### src/rtl/mem_arbiter_pkg.sv
// -----------------------------------------------------------------------------
// mem_arbiter_pkg
//   Shared definitions for the cache-to-memory arbiter:
//     - default line address / data widths
//     - arbiter FSM state encoding
//     - requester identifiers (used as bit positions in valid/grant vectors)
//     - helper that decides whether a requester's rd/wr pair is a legal request
// -----------------------------------------------------------------------------
package mem_arbiter_pkg;

    // Line address is the word address >> 2; a line is 128 bits.
    localparam int ADDR_W_DEF = 28;
    localparam int DATA_W_DEF = 128;

    // Requester identifiers; also the bit index into valid/grant vectors.
    localparam int REQ_I = 0;
    localparam int REQ_D = 1;

    typedef enum logic [1:0] {
        ST_IDLE    = 2'b00,
        ST_GRANT_I = 2'b01,
        ST_GRANT_D = 2'b10
    } arb_state_e;

    // A request is only serviceable when exactly one of read/write is set.
    // rd & wr together is treated as no request at all.
    function automatic logic req_valid(input logic rd, input logic wr);
        return rd ^ wr;
    endfunction

endpackage

### src/rtl/mem_arbiter_rr_arb2.sv
// -----------------------------------------------------------------------------
// rr_arb2
//   Two-way round-robin grant logic, purely combinational.
//   Ports:
//     valid      in  [1:0]  per-requester valid (index REQ_I / REQ_D)
//     last_grant in  1      requester id that won the previous arbitration
//     grant      out [1:0]  one-hot grant, all-zero when nothing is valid
//   The last_grant history register lives in the caller.
// -----------------------------------------------------------------------------
module rr_arb2
    import mem_arbiter_pkg::*;
(
    input  logic [1:0] valid,
    input  logic       last_grant,
    output logic [1:0] grant
);

    always_comb begin
        grant = '0;
        if (valid[REQ_I] && valid[REQ_D]) begin
            // Tie: the side that did not win last time goes first.
            if (last_grant == 1'(REQ_D)) begin
                grant[REQ_I] = 1'b1;
            end else begin
                grant[REQ_D] = 1'b1;
            end
        end else begin
            grant = valid;
        end
    end

endmodule

### src/rtl/mem_arbiter.sv
// -----------------------------------------------------------------------------
// mem_arbiter
//   Arbitrates the I-cache and D-cache line requesters onto the single shared
//   memory port with round-robin fairness. The memory-side request is
//   registered; completion (ready + read data) is returned only to the cache
//   that owns the current transaction.
//   Ports:
//     clk, proc_reset                  clock, asynchronous active-high reset
//     i_read/i_write/i_addr/i_wdata    I-cache request (held until i_ready)
//     i_rdata/i_ready                  I-cache completion
//     d_*                              same for the D-cache
//     mem_read/mem_write/mem_addr/mem_wdata   registered memory request
//     mem_rdata/mem_ready              memory completion
// -----------------------------------------------------------------------------
module mem_arbiter
    import mem_arbiter_pkg::*;
#(
    parameter int ADDR_W = ADDR_W_DEF,
    parameter int DATA_W = DATA_W_DEF
) (
    input  logic              clk,
    input  logic              proc_reset,

    input  logic              i_read,
    input  logic              i_write,
    input  logic [ADDR_W-1:0] i_addr,
    input  logic [DATA_W-1:0] i_wdata,
    output logic [DATA_W-1:0] i_rdata,
    output logic              i_ready,

    input  logic              d_read,
    input  logic              d_write,
    input  logic [ADDR_W-1:0] d_addr,
    input  logic [DATA_W-1:0] d_wdata,
    output logic [DATA_W-1:0] d_rdata,
    output logic              d_ready,

    output logic              mem_read,
    output logic              mem_write,
    output logic [ADDR_W-1:0] mem_addr,
    output logic [DATA_W-1:0] mem_wdata,
    input  logic [DATA_W-1:0] mem_rdata,
    input  logic              mem_ready
);

    arb_state_e        state_q,      state_d;
    logic              last_grant_q, last_grant_d;
    logic              mem_read_q,   mem_read_d;
    logic              mem_write_q,  mem_write_d;
    logic [ADDR_W-1:0] mem_addr_q,   mem_addr_d;
    logic [DATA_W-1:0] mem_wdata_q,  mem_wdata_d;

    logic [1:0] req_vld;
    logic [1:0] grant;

    assign req_vld[REQ_I] = req_valid(i_read, i_write);
    assign req_vld[REQ_D] = req_valid(d_read, d_write);

    rr_arb2 u_rr_arb2 (
        .valid      (req_vld),
        .last_grant (last_grant_q),
        .grant      (grant)
    );

    // Next-state and memory-request register inputs.
    always_comb begin
        state_d      = state_q;
        last_grant_d = last_grant_q;
        mem_read_d   = mem_read_q;
        mem_write_d  = mem_write_q;
        mem_addr_d   = mem_addr_q;
        mem_wdata_d  = mem_wdata_q;

        unique case (state_q)
            ST_IDLE: begin
                // mem_ready is deliberately ignored here.
                if (grant[REQ_D]) begin
                    state_d      = ST_GRANT_D;
                    last_grant_d = 1'(REQ_D);
                    mem_read_d   = d_read;
                    mem_write_d  = d_write;
                    mem_addr_d   = d_addr;
                    mem_wdata_d  = d_wdata;
                end else if (grant[REQ_I]) begin
                    state_d      = ST_GRANT_I;
                    last_grant_d = 1'(REQ_I);
                    mem_read_d   = i_read;
                    mem_write_d  = i_write;
                    mem_addr_d   = i_addr;
                    mem_wdata_d  = i_wdata;
                end
            end

            ST_GRANT_I, ST_GRANT_D: begin
                // The latched transaction runs to completion even if the
                // requester drops its request; address/data stay as they are.
                if (mem_ready) begin
                    state_d     = ST_IDLE;
                    mem_read_d  = 1'b0;
                    mem_write_d = 1'b0;
                end
            end

            default: begin
                state_d     = ST_IDLE;
                mem_read_d  = 1'b0;
                mem_write_d = 1'b0;
            end
        endcase
    end

    always_ff @(posedge clk or posedge proc_reset) begin
        if (proc_reset) begin
            state_q      <= ST_IDLE;
            last_grant_q <= 1'(REQ_I);   // D wins the first tie
            mem_read_q   <= 1'b0;
            mem_write_q  <= 1'b0;
            mem_addr_q   <= '0;
            mem_wdata_q  <= '0;
        end else begin
            state_q      <= state_d;
            last_grant_q <= last_grant_d;
            mem_read_q   <= mem_read_d;
            mem_write_q  <= mem_write_d;
            mem_addr_q   <= mem_addr_d;
            mem_wdata_q  <= mem_wdata_d;
        end
    end

    assign mem_read  = mem_read_q;
    assign mem_write = mem_write_q;
    assign mem_addr  = mem_addr_q;
    assign mem_wdata = mem_wdata_q;

    // Completion return: ready tracks mem_ready in the owning grant state only,
    // and read data is exposed only on a read completion; otherwise zero.
    always_comb begin
        i_ready = (state_q == ST_GRANT_I) && mem_ready;
        d_ready = (state_q == ST_GRANT_D) && mem_ready;
        i_rdata = (i_ready && mem_read_q) ? mem_rdata : '0;
        d_rdata = (d_ready && mem_read_q) ? mem_rdata : '0;
    end

endmodule
### config.mk
export PLATFORM = sky130hd
export DESIGN_NAME = mem_arbiter
export DESIGN_NICKNAME = d
export VERILOG_FILES = /design/src/rtl/mem_arbiter_pkg.sv /design/src/rtl/mem_arbiter_rr_arb2.sv /design/src/rtl/mem_arbiter.sv
export SDC_FILE = /design/constraint.sdc
export NUM_CORES = 1
export LEC_CHECK = 0
export CORE_AREA = 4 4 337 339
export DETAILED_ROUTE_END_ITERATION = 16
export DIE_AREA = 0 0 341 343
export GPL_TIMING_DRIVEN = 0
export SLEW_MARGIN = 10
export SYNTH_ARGS = -nofsm -noshare
export SYNTH_HDL_FRONTEND = slang
export SYNTH_HIERARCHICAL = 1
export SYNTH_SLANG_ARGS = --single-unit
export TNS_END_PERCENT = 1
### constraint.sdc
create_clock -name clk -period 7.2 [get_ports clk]
set_input_delay 2.16 -clock clk [delete_from_list [all_inputs] [get_ports clk]]
set_output_delay 2.16 -clock clk [all_outputs]
set_load 0.005 [all_outputs]
-- Word-level counts from Yosys, hierarchy flattened
Index checks and enable logic that the tools add are counted.
- equal/unequal tests: 4
- muxes and demuxes: 22
- bitwise operators: 2
- reductions and logical operators: 10
- operators with widths (kind ; count):
    128-bit 2-to-1 mux ; 4
    28-bit 2-to-1 mux ; 2
    1-bit 2-to-1 mux ; 9
    2-bit 2-to-1 mux ; 4
    1-bit logical AND ; 5
    1-bit one-hot mux with 2 select lines ; 2
    2-bit one-hot mux with 2 select lines ; 1
    2-bit AND reduction ; 2
    3-bit != test, second input constant ; 1
    2-bit by 1-bit equality test with 1-bit output, second input constant ; 1
    2-bit equality test, second input constant ; 1
    2-bit zero test ; 1
    2-bit != test, second input constant ; 1
    2-bit nonzero test ; 1
    2-bit OR reduction ; 1
    1-bit XOR ; 2
- output and inout bits: 416
- input bits: 447
- logic and storage cells: 44
- bits in registers: 161

-- Longest topological paths before layout
- word-level depth: 6
- depth in mapped cells: 9
- depth with buffers taken out: 5

-- Modules after synthesis
Netlist, hierarchy kept.
- modules (own cells, without submodules) (module ; times used ; cells each ; area each (um2) ; seq. area each (um2)):
    mem_arbiter ; 1 ; 997 ; 9237.6 ; 4028.9
    rr_arb2 ; 1 ; 3 ; 18.8 ; 0.0

-- Least setup slack after synthesis
No wires, ideal clock.
- path kind: input port to output port
- start point: input mem_ready
- end point: output i_rdata[107]
- arrival time: 2876 ps
- data required time: 5040 ps
- path buffers: 2
- stages on the path: 4
- slack: 2164 ps
- cell sequence: and3_1 > clkbuf_1 > clkbuf_1 > and2_1
- longest elaborated chain between the ends: 3
- RTL lines (item ; RTL line ; RTL):
    start, declared ; mem_arbiter.sv:43 ; input logic mem_ready
    1-bit logical AND ; mem_arbiter.sv:138 ; i_ready = (state_q == ST_GRANT_I) && mem_ready;
    1-bit logical AND ; mem_arbiter.sv:140 ; i_rdata = (i_ready && mem_read_q) ? mem_rdata : '0;
    128-bit 2-to-1 mux ; mem_arbiter.sv:140 ;
    end, declared ; mem_arbiter.sv:28 ; output logic [DATA_W-1:0] i_rdata,
No other way between the ends.

-- Worst setup path in the final report
- start point: input mem_ready
- end point: output d_rdata[114]
- longest elaborated chain between the ends: 3
- RTL lines (item ; RTL line ; RTL):
    1-bit logical AND ; mem_arbiter.sv:139 ; d_ready = (state_q == ST_GRANT_D) && mem_ready;
    1-bit logical AND ; mem_arbiter.sv:141 ; d_rdata = (d_ready && mem_read_q) ? mem_rdata : '0;
    128-bit 2-to-1 mux ; mem_arbiter.sv:141 ;
    end, declared ; mem_arbiter.sv:35 ; output logic [DATA_W-1:0] d_rdata,
No other way between the ends.

==> flow_metrics.py <==
metrics = {
    "setup_path": {
        "path_class": "in2out",
        "path_cells": "clkdlybuf4s50_1, and3_1, clkbuf_1, clkbuf_1, and2_1, clkdlybuf4s50_1",
        "setup.worst_path.end_class": "output port",
        "worst_ep_required_time_ns": 5.04,
        "crit_path_max_incr_delay_ns": 0.54,
        "arrival_time_at_the_worst_endpoint_ns": 4.62,
        "worstSetupStartpointType": "input pin",
        "critical_path_peak_fanout": 10,
        "crit_path_top_delay_cell": "sky130_fd_sc_hd__clkbuf_1",
    },
    "die": {
        "initial_utilization": 0.0839,
        "die-width_um": 341,
        "io-pin-count": 863,
        "die_area_um2": 117000,
        "num_rows": 122,
        "core_area_um2": 110000,
        "height_of_the_chip_um": 343,
    },
    "timing": {
        "relSlewSlack": 0.496,
        "unrepaired_setup_endpoints_after_global_routing": "no",
        "totalNegativeSetupSlack_ns": 0,
        "timing.fmax_ghz": 0.148,
        "postLayoutSetupSlackWorst_ns": 0.422,
        "share_of_the_cycle_needed_by_the_critical_path_after_routing": 0.941,
        "post-route-min-period_ns": 6.78,
        "tightest_slew_ns": 0.735,
        "setup_violations": 0,
        "timing.final.hold_violations": 0,
        "fin_skew_ns": 0.0138,
        "final_max_slew_viol_count": 0,
    },
    "placement": {
        "port-buffer-count": 862,
        "hpwlAfterDp_mm": 78.7,
        "detailedPlace.worstSlack_ns": -0.0850,
        "finalWeightedCongestion": 0.935,
        "post-place-cells": 3351,
    },
    "run_status": {
        "run_status": "complete, no violations",
    },
    "layout": {
        "share_of_layout_cells_above_drive_strength_1": 0.0433,
        "area.growth.synth_to_final_pct": 121,
        "fin_cells": 3402,
        "final_net_count": 2332,
    },
    "logic_synthesis": {
        "post_synth.cell_area_avg_um2": 9.26,
        "async_flop_share": 1.00,
        "adder_and_majority_gate_portion_of_the_synthesized_area": 0.00406,
        "yosys-mux-area-fraction": 0.173,
        "synth_cell_type_count": 25,
        "largest_family_of_logic_cells_by_synthesized_area": "simple AND/OR/NAND/NOR gates",
        "ys.flop_type": "sky130_fd_sc_hd__dfrtp_1",
        "ys_warn_count": 6,
        "synth-compound-area-share": 0.0904,
        "simple_gate_share_of_the_synthesized_area": 0.244,
        "synth-edff-count": 0,
        "postSynthRegisterBits": 161,
        "mappedNetlistNets": 1450,
        "parity_gate_share_of_the_synthesized_area_counting_xor_and_xnor_cells": 0.00189,
        "cells_after_synth": 1000,
        "ys_seq_area_frac": 0.435,
        "netlist_area_um2": 9260,
    },
    "clock_tree": {
        "worstSkewPairLatency_ns": 0.47,
        "tritoncts_num_sinks": 161,
        "cts_made_buffers": 17,
        "cts-root-to-sink-buffers": 2,
        "cts_tree": "built",
        "cts.hold.buffers_added": 0,
        "cts.root.buffer_cell": "sky130_fd_sc_hd__clkbuf_16",
        "htree_levels": 4,
        "path_clk_slew_ns": 0.07,
    },
    "routing": {
        "detailedRoute.firstPassIterationCount": 5,
        "route.vias.total": 10970,
        "post-route-drc-count": 0,
        "drt-vias-per-instance": 3.22,
        "routed_wirelength_mm": 87.3,
        "antenna_viol_nets_final": 0,
        "initial_drt_markers": 719,
        "route.detailed.wl_per_inst_um": 25.7,
    },
    "global_routing": {
        "grt_first_pass_wirelength_mm": 110,
        "grt_util_met2": 0.257,
        "global_route.usage.total": 0.143,
        "grt_most_used_layer": "met2",
        "grt_met3_use": 0.0404,
        "first_global_vias": 11243,
        "met1_demand_to_capacity_share_in_global_routing": 0.169,
        "gr-total-overflow": 0,
        "largest_net_degree_at_the_start_of_global_routing": 89,
        "grt_antenna_before_repair": 55,
    },
    "power": {
        "p_per_area_nw_per_um2": 274,
        "power.leakage_uw": 0.00795,
        "peakVddDrop_uv": 151,
    },
    "run": {
        "maxCapViolations": 0,
    },
    "hold_path": {
        "hold_class": "reg2reg",
    },
}
critical path, delay by kind of cell:
family	cells	cell delay (ns)
buf+inv	4	1.96
simple gates	2	0.49
power by group:
| group | internal [uW] | switching, uW |
|---|---|---|
| Sequential | 1350 | 235 |
| Combinational | 1540 | 1510 |
| Clock | 465 | 481 |
| Total | 3360 | 2230 |
through the flow:
step	power [uW]	utilization	area, um2	hold slack (ns)
after floorplan	2650	-	9260	0.460
after CTS	5780	0.185	20400	0.486
after global placement	4770	0.179	19700	0.463
final	5590	0.185	20400	0.480
after global routing	6000	0.185	20400	0.499
after detailed placement	4790	0.179	19800	0.469
placed cells by master (no fill, tap or decap), types with 2 or more instances in the layout:
| cell type | count |
|---|---|
| sky130_fd_sc_hd__buf_6 | 12 |
| sky130_fd_sc_hd__inv_6 | 5 |
| sky130_fd_sc_hd__clkbuf_16 | 17 |
| sky130_fd_sc_hd__diode_2 | 19 |
| sky130_fd_sc_hd__buf_2 | 19 |
| sky130_fd_sc_hd__clkdlybuf4s50_1 | 862 |
| sky130_fd_sc_hd__buf_4 | 7 |
| sky130_fd_sc_hd__dfrtp_1 | 161 |
| sky130_fd_sc_hd__mux2i_1 | 158 |
| sky130_fd_sc_hd__clkinv_8 | 3 |
| sky130_fd_sc_hd__o21ai_1 | 23 |
| sky130_fd_sc_hd__clkbuf_1 | 35 |
| sky130_fd_sc_hd__nand2_1 | 160 |
| sky130_fd_sc_hd__clkinv_4 | 2 |
| sky130_fd_sc_hd__and3_1 | 2 |
| sky130_fd_sc_hd__and2_1 | 258 |
| sky130_fd_sc_hd__mux2_2 | 2 |
| sky130_fd_sc_hd__ha_1 | 3 |
| sky130_fd_sc_hd__nor2b_1 | 5 |
| sky130_fd_sc_hd__a21oi_1 | 2 |
| sky130_fd_sc_hd__inv_8 | 5 |
| sky130_fd_sc_hd__clkbuf_2 | 6 |
| sky130_fd_sc_hd__inv_1 | 4 |
| sky130_fd_sc_hd__xor2_1 | 2 |
| sky130_fd_sc_hd__o21ai_0 | 133 |
layer usage:
layer  wire [um]  part of all wire
met5         149            0.0017
met3        6750             0.077
met4        1630             0.019
met1       34600              0.40
met2       44200              0.51
final timing paths:
| path | start | endpoint | slack (ns) | depth (start not counted) |
|---|---|---|---|---|
| min in group asynchronous | proc_reset | mem_wdata[122] | 2.16 | 2 |
| worst max register to register | last_grant_q | mem_wdata[87] | 4.73 | 6 |
| worst max-delay path | mem_ready | d_rdata[114] | 0.42 | 6 |
| max in group asynchronous | proc_reset | mem_wdata[80] | 4.12 | 3 |
| worst min-delay path | mem_wdata[76] | mem_wdata[76] | 0.48 | 2 |
| worst min register to register | mem_wdata[76] | mem_wdata[76] | 0.48 | 2 |
flip-flops by register name, summed over array words and instances, names as in the netlist:
name	flops
last_grant_q	1
mem_addr	28
mem_read	1
mem_wdata	128
mem_write	1
state_q	2
synth_stat cells, types with 2 or more instances:
| library cell | instances | share of area |
|---|---|---|
| sky130_fd_sc_hd__a21oi_1 | 2 | 0.0011 |
| sky130_fd_sc_hd__inv_1 | 5 | 0.0020 |
| sky130_fd_sc_hd__nand2_1 | 160 | 0.065 |
| sky130_fd_sc_hd__buf_2 | 19 | 0.010 |
| sky130_fd_sc_hd__xor2_1 | 2 | 0.0019 |
| sky130_fd_sc_hd__ha_1 | 3 | 0.0041 |
| sky130_fd_sc_hd__o21ai_1 | 23 | 0.012 |
| sky130_fd_sc_hd__dfrtp_1 | 161 | 0.44 |
| sky130_fd_sc_hd__mux2_2 | 2 | 0.0024 |
| sky130_fd_sc_hd__nor2b_1 | 5 | 0.0034 |
| sky130_fd_sc_hd__and3_1 | 2 | 0.0014 |
| sky130_fd_sc_hd__buf_6 | 12 | 0.015 |
| sky130_fd_sc_hd__and2_1 | 258 | 0.17 |
| sky130_fd_sc_hd__o21ai_0 | 133 | 0.072 |
| sky130_fd_sc_hd__buf_4 | 7 | 0.0057 |
| sky130_fd_sc_hd__mux2i_1 | 158 | 0.17 |
| sky130_fd_sc_hd__clkbuf_1 | 36 | 0.015 |
| sky130_fd_sc_hd__clkbuf_2 | 5 | 0.0027 |
logic make-up after synthesis:
logic type / Yosys count
AOI/OAI and AO/OA: 163
xor gates and xnor gates: 2
adders and majority gates: 3
buffers and inverters: 85
DFF: 161
muxes: 160
and+or+nand+nor: 426
area by class of cell:
class | count | area (um2)
Fill cell | 12482 | 89900
Buffer | 80 | 452
Inverter | 5 | 26.3
Clock buffer | 17 | 425
Antenna cell | 19 | 47.5
Tap cell | 1488 | 1860
Clock inverter | 15 | 163
Multi-Input combinational cell | 754 | 4760
Sequential cell | 161 | 4030
Timing Repair Buffer | 863 | 8660
timing repair:
item,CTS,global route
buffers inserted,0,0
endpoints found under the setup margin,10,0
gates resized for setup,1,0
No activity file was read; power rests on OpenSTA's default activity.
